--- config.mk ---
export PLATFORM = sky130hd
export DESIGN_NAME = uart_rx
export DESIGN_NICKNAME = d
export VERILOG_FILES = /design/src/rtl/uart_rx.sv
export SDC_FILE = /design/constraint.sdc
export NUM_CORES = 1
export LEC_CHECK = 0
export CAP_MARGIN = 10
export CORE_MARGIN = 2
export CORE_UTILIZATION = 55
export DETAILED_ROUTE_END_ITERATION = 6
export PLACE_DENSITY = 0.76
export SYNTH_ARGS = -nofsm -noshare
export SYNTH_HDL_FRONTEND = slang
export SYNTH_SLANG_ARGS = --single-unit
export TNS_END_PERCENT = 20
--- constraint.sdc ---
create_clock -name clk -period 2.7 [get_ports clk]
set_clock_uncertainty 0.15 [all_clocks]
set_input_delay 0.54 -clock clk [delete_from_list [all_inputs] [get_ports clk]]
set_output_delay 0.54 -clock clk [all_outputs]
set_load 0.005 [all_outputs]
--- src/rtl/uart_rx.sv ---
// 8N1 UART receiver with a 16x oversample tick, two-flop input synchroniser and break handling.
// Define UART_RX_PARITY_EN to receive an even parity bit between the data and stop bits.
module uart_rx #(
    parameter int CLK_FREQ   = 50000000,
    parameter int BAUD       = 115200,
    parameter int OVERSAMPLE = 16
) (
    input  logic       clk,
    input  logic       reset,
    input  logic       rx,
    output logic [7:0] rx_data,
    output logic       rx_valid,
    output logic       rx_busy,
    output logic       frame_err,
    output logic       parity_err
);

    localparam int DIV = CLK_FREQ / (BAUD * OVERSAMPLE);
    localparam int DIV_W = (DIV > 1) ? $clog2(DIV) : 1;
    localparam logic [DIV_W-1:0] DIV_MAX = DIV_W'(DIV - 1);

    typedef enum logic [2:0] {
        S_IDLE,
        S_START,
        S_DATA,
`ifdef UART_RX_PARITY_EN
        S_PARITY,
`endif
        S_STOP,
        S_BREAK
    } state_t;

    state_t           state;
    logic [DIV_W-1:0] div_cnt;
    logic             tick;
    logic             sync_q;
    logic             rxs;
    logic [3:0]       s_cnt;
    logic [2:0]       b_cnt;
    logic [7:0]       shreg;
    logic             stop_done;
    logic             stop_ok;
`ifdef UART_RX_PARITY_EN
    logic             par_bit;
    logic             par_err_q;
`endif

    // Free-running divider; never resynchronised to the line.
    assign tick = (div_cnt == DIV_MAX);

    always_ff @(posedge clk) begin
        if (reset) begin
            div_cnt <= '0;
        end else if (tick) begin
            div_cnt <= '0;
        end else begin
            div_cnt <= div_cnt + DIV_W'(1);
        end
    end

    always_ff @(posedge clk) begin
        if (reset) begin
            sync_q <= 1'b1;
            rxs    <= 1'b1;
        end else begin
            sync_q <= rx;
            rxs    <= sync_q;
        end
    end

    assign rx_busy = (state != S_IDLE);

`ifdef UART_RX_PARITY_EN
    assign parity_err = par_err_q;
`else
    assign parity_err = 1'b0;
`endif

    always_ff @(posedge clk) begin
        if (reset) begin
            state     <= S_IDLE;
            s_cnt     <= '0;
            b_cnt     <= '0;
            shreg     <= '0;
            stop_done <= 1'b0;
            stop_ok   <= 1'b0;
            rx_data   <= '0;
            rx_valid  <= 1'b0;
            frame_err <= 1'b0;
`ifdef UART_RX_PARITY_EN
            par_bit   <= 1'b0;
            par_err_q <= 1'b0;
`endif
        end else begin
            rx_valid <= 1'b0;
            case (state)
                S_IDLE: begin
                    if (!rxs) begin
                        state <= S_START;
                        s_cnt <= '0;
                    end
                end

                // Half a bit in: confirm the start bit or reject it as a glitch.
                S_START: begin
                    if (tick) begin
                        if (s_cnt == 4'd7) begin
                            if (!rxs) begin
                                state <= S_DATA;
                                s_cnt <= '0;
                                b_cnt <= '0;
                            end else begin
                                state <= S_IDLE;
                            end
                        end else begin
                            s_cnt <= s_cnt + 4'd1;
                        end
                    end
                end

                S_DATA: begin
                    if (tick) begin
                        if (s_cnt == 4'd15) begin
                            shreg <= {rxs, shreg[7:1]};
                            s_cnt <= '0;
                            if (b_cnt == 3'd7) begin
`ifdef UART_RX_PARITY_EN
                                state <= S_PARITY;
`else
                                state <= S_STOP;
`endif
                            end else begin
                                b_cnt <= b_cnt + 3'd1;
                            end
                        end else begin
                            s_cnt <= s_cnt + 4'd1;
                        end
                    end
                end

`ifdef UART_RX_PARITY_EN
                S_PARITY: begin
                    if (tick) begin
                        if (s_cnt == 4'd15) begin
                            par_bit <= rxs;
                            s_cnt   <= '0;
                            state   <= S_STOP;
                        end else begin
                            s_cnt <= s_cnt + 4'd1;
                        end
                    end
                end
`endif

                // Outputs update one clock after the stop sample; the state leaves a cycle later.
                S_STOP: begin
                    if (stop_done) begin
                        stop_done <= 1'b0;
                        state     <= stop_ok ? S_IDLE : S_BREAK;
                    end else if (tick) begin
                        if (s_cnt == 4'd15) begin
                            rx_valid  <= 1'b1;
                            rx_data   <= shreg;
                            frame_err <= !rxs;
                            stop_ok   <= rxs;
                            stop_done <= 1'b1;
                            s_cnt     <= '0;
`ifdef UART_RX_PARITY_EN
                            par_err_q <= par_bit ^ (^shreg);
`endif
                        end else begin
                            s_cnt <= s_cnt + 4'd1;
                        end
                    end
                end

                // Hold off until the line idles so a break cannot start a new frame.
                S_BREAK: begin
                    if (rxs) begin
                        state <= S_IDLE;
                    end
                end

                default: state <= S_IDLE;
            endcase
        end
    end

endmodule
# Yosys cells after proc, flatten, opt, wreduce, memory -nomap -nowiden
# Cells that the tools add are included.
# Widths: inputs -> output; s select.
[word_totals] ff_bits=37 input_bits=3 output_inout_bits=12 wordCells=76
[classes] n_addsub=3 eq_ne=19 n_mux=28 n_bitwise=2 reduce_logical=12
[ops] operator="$mux 3" count=15
[ops] operator="$mux 4" count=6
[ops] operator="$ne 2x2->1 const B" count=11
[ops] operator="$pmux 4 s4" count=1
[ops] operator="$pmux 3 s5" count=1
[ops] operator="$reduce_and 8->1" count=1
[ops] operator="$reduce_and 7->1" count=1
[ops] operator="$eq 3x2->1 const B" count=2
[ops] operator="$eq 3x3->1 const B" count=2
[ops] operator="$pmux 3 s2" count=1
[ops] operator="$reduce_and 3->1" count=2
[ops] operator="$add 5x1->5 const B" count=1
[ops] operator="$eq 5x5->1 const B" count=1
[ops] operator="$add 4x1->4 const B" count=1
[ops] operator="$eq 4x3->1 const B" count=1
[ops] operator="$eq 4x4->1 const B" count=1
[ops] operator="$reduce_and 4->1" count=1
[ops] operator="$reduce_bool 4->1" count=1
[ops] operator="$reduce_or 2->1" count=2
[ops] operator="$add 3x1->3 const B" count=1
[ops] operator="$eq 3x1->1 const B" count=1
[ops] operator="$logic_not 3->1" count=1
[ops] operator="$mux 1" count=3
[ops] operator="$reduce_bool 3->1" count=1
[ops] operator="4 further kinds" count=5

# Logic depth before layout (Yosys ltp)
# Gate-level depths: netlist of run 1.
[depth] depth_word=5 ltp_mapped=7 depth_no_buf=6

# Worst setup path after synthesis of run 1
# Ideal clock, no wire load.
[synth_timing] path_type="register to register" start="register b_cnt[0]" end="register b_cnt[0]" setup_time_ps=123 arrival_ps=1660 required_ps=2427 setup_slack_ps=767 stages_incl_launch_ff=7 n_path_buf=0 period_less_slack_ps=1933 path_cell_list="dfxtp_1 -> ha_1 -> ha_1 -> or4bb_1 -> a21oi_1 -> a31oi_1 -> mux2_1"
[synth_via] elab_chain_cells=5 elab_cells_between_ends=8 cone_classes="add/sub (1); eq/ne (2); mux (4); reduce/logical (1)"
[synth_rtl] element="from (decl)" line="39" text="logic [2:0] b_cnt;"
[synth_rtl] element="from (signal assigned)" line="133" text="b_cnt <= b_cnt + 3'd1;"
[synth_rtl] element="$add 3x1->3" line="133"
[synth_rtl] element="$mux 3" line="126" text="if (b_cnt == 3'd7) begin"
[synth_rtl] element="$mux 3" line="123" text="if (s_cnt == 4'd15) begin"
[synth_rtl] element="$mux 3" line="122" text="if (tick) begin"
[synth_rtl] element="$pmux 3 s2" line="96" text="case (state)"
# Several ways; a longest one is shown, not always the timed one. The select of a mux whose other input is x is not followed.
# A chain may end at the register's enable or synchronous reset.

# Worst setup path after layout of run 1
[layout_timing] start="register state[1]" end="output rx_busy"
[layout_via] elab_chain_cells=1
[layout_rtl] element="from (decl)" line="33" text="state_t state;"
[layout_rtl] element="from (signal assigned)" line="159" text="state <= stop_ok ? S_IDLE : S_BREAK;"
[layout_rtl] element="$reduce_bool 3->1" line="71" text="assign rx_busy = (state != S_IDLE);"
[layout_rtl] element="to (decl)" line="13" text="output logic rx_busy,"
# No other way between the ends.

==> results of run 1 <==
## placed cells by master, fill, tap and decap left out, types with 3 or more instances in the layout
| cell type | instances |
|---|---|
| clkbuf_4 | 5 |
| o21ai_0 | 3 |
| clkdlybuf4s50_1 | 13 |
| mux2i_1 | 17 |
| xor2_1 | 3 |
| nor3_1 | 4 |
| nor2_1 | 27 |
| nand2_1 | 5 |
| nor2b_1 | 3 |
| a22o_1 | 3 |
| ha_1 | 5 |
| or2_2 | 3 |
| a21oi_1 | 5 |
| inv_1 | 4 |
| dfxtp_1 | 37 |
| nand3_1 | 3 |
## power breakdown
| part | switching (mW) | internal [mW] | leakage [nW] | total, mW |
|---|---|---|---|---|
| combinational | 0.0194 | 0.0170 | 0.426 | 0.0364 |
| clock | 0.177 | 0.221 | 0.0455 | 0.398 |
| sequential | 0.00825 | 0.552 | 0.299 | 0.560 |
## path summary, 6_finish.rpt
kind,start,slack [ps],endpoint
setup reg to reg,state[1],430,rx_data[5]
hold / removal,sync_q,280,rxs
hold reg to reg,sync_q,280,rxs
setup / recovery,state[1],370,rx_busy
## final cells by class
| cell class | count | share of cell area (%) |
|---|---|---|
| timing repair buffer | 15 | 7.87 |
| multi-input combinational | 116 | 44.2 |
| tap | 31 | 2.10 |
| clock inverter | 1 | 1.63 |
| sequential | 37 | 40.2 |
| clock buffer | 7 | 2.99 |
| inverter | 5 | 1.02 |
## sequential cells by signal, summed over array words and instances (netlist names)
signal     flops
rxs            1
stop_done      1
sync_q         1
shreg          8
state          3
rx_valid       1
rx_data        8
div_cnt        5
frame_err      1
b_cnt          3
s_cnt          4
stop_ok        1
## critical path, delay by kind of cell (launching register included)
family / cells / cell delay [ps]
buffers and inverters: 1 / 490
DFF: 1 / 640
and+or+nand+nor: 1 / 170
## layer usage
| metal | vias to the layer above | routed length [um] |
|---|---|---|
| li1 | 617 | - |
| met1 | 575 | 1320 |
| met2 | 46 | 1490 |
| met3 | 4 | 163 |
| met4 | 0 | 42 |
| met5 | - | 0 |
## through the flow
step / instances / setup WS, ps / total power [mW]
floorplan: 168 / 767 / 0.598
global placement: 204 / 521 / 0.606
CTS: 212 / 376 / 1.00
finish: 212 / 372 / 0.994
detailed placement: 204 / 431 / 0.608
global route: 212 / 191 / 1.04
## kinds of logic after synthesis
family,share of synthesized area (%)
mux,11.2
xor+xnor,2.71
compound gates,10.9
buf+inv,3.86
flops,45.7
simple gates,21.5
fa+ha+maj,3.86
other cells,0.232
==> flow_summary.json, run 1 <==
{
  "syn-cell-area_mm2": 0.00162,
  "first_global_vias": 1192,
  "power.density_mw_per_mm2": 539,
  "seq_area_um2": 741,
  "crit_fanout": 16,
  "synth_ff_type": "dfxtp_1",
  "synth_edf_count": 0,
  "hold_buffers": 0,
  "ys_types": 46,
  "whs_ps": 277,
  "ant_nets": 0,
  "htreeDepth": 2,
  "fin_area_mm2": 0.00184,
  "viasPerCell": 5.86,
  "rows": 19,
  "avgSynthCellArea_um2": 9.64,
  "drive_above_1_share_pct": 8.29,
  "synth_most_common_cell": "dfxtp_1",
  "setup_violations": 0,
  "use_met3_pct": 5.13,
  "synth_common_cells": "dfxtp_1, nor2_1, mux2i_1",
  "grt_antenna_before_repair": 0,
  "p_leak_nw": 0.771,
  "yosysSeqAreaShare_pct": 45.7,
  "wl_um": 3020,
  "drt-initial-drc-count": 62,
  "use_met1_pct": 26.4,
  "initial_core_util_pct": 58.2,
  "core_mm2": 0.00278,
  "required_ps": 2010,
  "dr_total_vias": 1242,
  "peakVddDrop_mv": 0.561,
  "clockBufferDepth": 2,
  "io_pins": 15,
  "fmax_mhz": 429,
  "startpoint_type": "flop",
  "nFillCells": 228,
  "postCtsSetupBuffers": 0,
  "synthDominantCellAreaShare_pct": 45.7,
  "fin_nets": 188,
  "max_slew_margin_pct": 54.2,
  "max_stage_delay_ps": 640,
  "fin_crit_sh_pct": 86.2,
  "dp_hpwl_um": 2130,
  "track_usage_pct": 20.8,
  "min_path_type": "reg -> reg",
  "first_pass_iters": 5,
  "ys_async_sr_fraction_pct": 0,
  "die_height_um": 58.3,
  "ys_ff_latch": 37,
  "synth.net_count": 176,
  "placed_area_mm2": 0.00176,
  "antenna-diode-count": 0,
  "numCtsBuffers": 5,
  "setup-tns-final_ps": 0,
  "clk_latency_ps": 330,
  "max_slew.worst_pin.slew_ps": 682,
  "multiInputGateArea_um2": 816,
  "fin_crit_ps": 2330,
  "top_usage_layer": "met2",
  "cts_tree": "yes",
  "synth_top_area_cell": "dfxtp_1",
  "cts_root_buf": "clkbuf_4",
  "hold_viol": 0,
  "max-cap-violations": 0,
  "slew_violations": 0,
  "path_class": "reg -> out",
  "status": "finished, final reports clean",
  "die_area_mm2": 0.00339,
  "worstPathArrival_ps": 1640,
  "worstSetupEndpointType": "output port",
  "cts.sinks": 37,
  "cts_resized": 0,
  "ys_top_cells_by_area": "dfxtp_1, mux2i_1, nor2_1",
  "chipWidth_um": 58.3,
  "io_buffer_count": 13,
  "whs_path_depth": 1,
  "drc": 0,
  "detail_route.wl_per_cell_um": 14.2,
  "syn_inst": 168,
  "final_util_pct": 66.3,
  "gp_congestion": 0.835,
  "crit_path_top_delay_cell": "dfxtp_1",
  "rsz0062_at_grt": "no",
  "syn_to_final_growth_pct": 13.9,
  "worstPathCellList": "or3_1 > clkdlybuf4s50_1",
  "grt_first_pass_wirelength_um": 5350,
  "grt_overflow": 0,
  "use_met2_pct": 33.3,
  "reg2regPathDepth": 5,
  "ys.warnings.count": 0,
  "cts.clk_slew.worst_paths_ps": 110,
  "grt_max_degree": 24
}
Power figures use the tool's default switching activity.
==> inputs of run 2 (changes only) <==
--- a/config.mk
+++ b/config.mk
@@ -10,6 +10,7 @@
 export CORE_UTILIZATION = 55
 export DETAILED_ROUTE_END_ITERATION = 6
 export PLACE_DENSITY = 0.76
+export SKIP_CTS_REPAIR_TIMING = 1
 export SYNTH_ARGS = -nofsm -noshare
 export SYNTH_HDL_FRONTEND = slang
 export SYNTH_SLANG_ARGS = --single-unit
==> results of run 2 <==
Final layout, timing and power as in run 1 (identical DEF).
==> inputs of run 3 (changes only) <==
--- a/config.mk
+++ b/config.mk
@@ -6,8 +6,10 @@
 export NUM_CORES = 1
 export LEC_CHECK = 0
 export CAP_MARGIN = 10
+export CELL_PAD_IN_SITES_DETAIL_PLACEMENT = 0
+export CELL_PAD_IN_SITES_GLOBAL_PLACEMENT = 1
 export CORE_MARGIN = 2
-export CORE_UTILIZATION = 55
+export CORE_UTILIZATION = 43
 export DETAILED_ROUTE_END_ITERATION = 6
 export PLACE_DENSITY = 0.76
 export SKIP_CTS_REPAIR_TIMING = 1
==> flow_summary.json, run 3 (synthesis results as in run 1) <==
{
  "io_pins": 15,
  "required_ps": 2010,
  "cts.clk_slew.worst_paths_ps": 70,
  "hold_viol": 0,
  "holdCritStartpoint": "sync_q",
  "p_leak_nw": 0.789,
  "p_comb_share_pct": 3.3,
  "whs_ps": 264,
  "first_pass_iters": 4,
  "hold_path_end": "rxs",
  "chipWidth_um": 65.4,
  "power_mw": 1.08,
  "r2r_start": "div_cnt[0]",
  "top_regs": "rx_data: 8 flops, shreg: 8 flops, div_cnt: 5 flops",
  "p_clk_share_pct": 45.0,
  "min_path_type": "reg -> reg",
  "p_int_mw": 0.869,
  "syn_to_final_growth_pct": 17.6,
  "rrSetupSlack_ps": 630,
  "status": "finished, final reports clean",
  "rsz0062_at_grt": "no",
  "cts_tree": "yes",
  "swShare_pct": 19.8,
  "clk_latency_ps": 290,
  "antenna-diode-count": 0,
  "maxUsedRoutingLayer": "met4",
  "initial_core_util_pct": 44.6,
  "setup-tns-final_ps": 0,
  "track_usage_pct": 16.4,
  "max_slew_margin_pct": 56.2,
  "drt-initial-drc-count": 111,
  "wl_met2_um": 1440,
  "grt_first_pass_wirelength_um": 5380,
  "detail_route.wl_per_cell_um": 13.0,
  "numCtsBuffers": 5,
  "cts_root_buf": "clkbuf_8",
  "core_mm2": 0.00363,
  "wl_um": 2980,
  "grt_antenna_before_repair": 0,
  "p_seq_share_pct": 51.6,
  "max_slew.worst_pin.slew_ps": 652,
  "grt_max_degree": 34,
  "viasPerCell": 5.38,
  "fmax_mhz": 443,
  "max-cap-violations": 0,
  "worstPathArrival_ps": 1570,
  "drc": 0,
  "wl_met3_um": 98,
  "peakVddDrop_mv": 0.277,
  "slew_violations": 0,
  "die_area_mm2": 0.00427,
  "die_height_um": 65.4,
  "whs_path_depth": 1,
  "p_switching_mw": 0.214,
  "clockBufferDepth": 2,
  "setup_violations": 0,
  "timing.final.ws_setup_ps": 444,
  "layout_common_cells": "dfxtp_1, nor2_1, mux2i_1, clkdlybuf4s50_1, clkbuf_8",
  "grt_overflow": 0,
  "rows": 22,
  "htreeDepth": 2,
  "power.density_mw_per_mm2": 569,
  "worstSetupEndpointType": "output port",
  "final_common_cell": "dfxtp_1",
  "timing.rr.end": "shreg[5]",
  "fin_crit_ps": 2260,
  "pre_cts_ws_ps": 551,
  "startpoint_type": "flop",
  "drive_above_1_share_pct": 8.79,
  "ant_nets": 0,
  "io_buffer_count": 13,
  "crit_fanout": 13,
  "cts.sinks": 37,
  "fin_crit_sh_pct": 83.6,
  "fin_nets": 189,
  "dp_hpwl_um": 2060,
  "gp_congestion": 0.781,
  "final_util_pct": 52.4,
  "drt-met1-wl_um": 1390,
  "reg2regPathDepth": 6,
  "path_class": "reg -> out",
  "first_global_vias": 1211,
  "dr_total_vias": 1238
}
-- run 3: worst max path at each step --
| stage | startpoint | endpoint | slack, ps |
|---|---|---|---|
| 2_1_floorplan | b_cnt[0] | b_cnt[0] | 770 |
| 3_3_place_gp | reset | state[0] | 620 |
| 3_5_place_dp | reset | state[0] | 550 |
| 4_1_cts | state[2] | rx_busy | 430 |
| 5_1_grt | state[0] | rx_busy | 350 |
| 6_report | state[2] | rx_busy | 440 |
-- run 3: routing by layer --
metal	vias to the layer above	track usage, %
li1	618	-
met1	598	19.6
met2	16	27.3
met3	6	5.31
met4	0	6.25
met5	-	0
-- run 3: area by class of cell --
type,instances,area (um2)
Fill cell,350,1730
Clock inverter,1,30.0
Clock buffer,7,86.3
Multi-Input combinational cell,116,816
Timing Repair Buffer,16,153
Sequential cell,37,741
Inverter,5,18.8
Tap cell,48,60.1
-- run 3: metrics by stage --
stage | cell area (um2) | cells
6_report | 1900 | 230
2_1_floorplan | 1620 | 168
4_1_cts | 1900 | 230
3_5_place_dp | 1790 | 222
5_1_grt | 1900 | 230
3_3_place_gp | 1790 | 222
-- run 3: power by group through the flow --
stage | clock network (mW) | registers, mW | logic [mW]
after floorplan | 0 | 0.569 | 0.0294
after global placement | 0 | 0.571 | 0.0351
after detailed placement | 0 | 0.572 | 0.0366
after CTS | 0.508 | 0.559 | 0.0368
after global routing | 0.533 | 0.560 | 0.0406
final | 0.488 | 0.560 | 0.0362
-- run 3: worst max-delay path, stage by stage, from the launching register on --
cell and delay (ps):
dfxtp_1 430, or3_1 410, clkdlybuf4s50_1 440
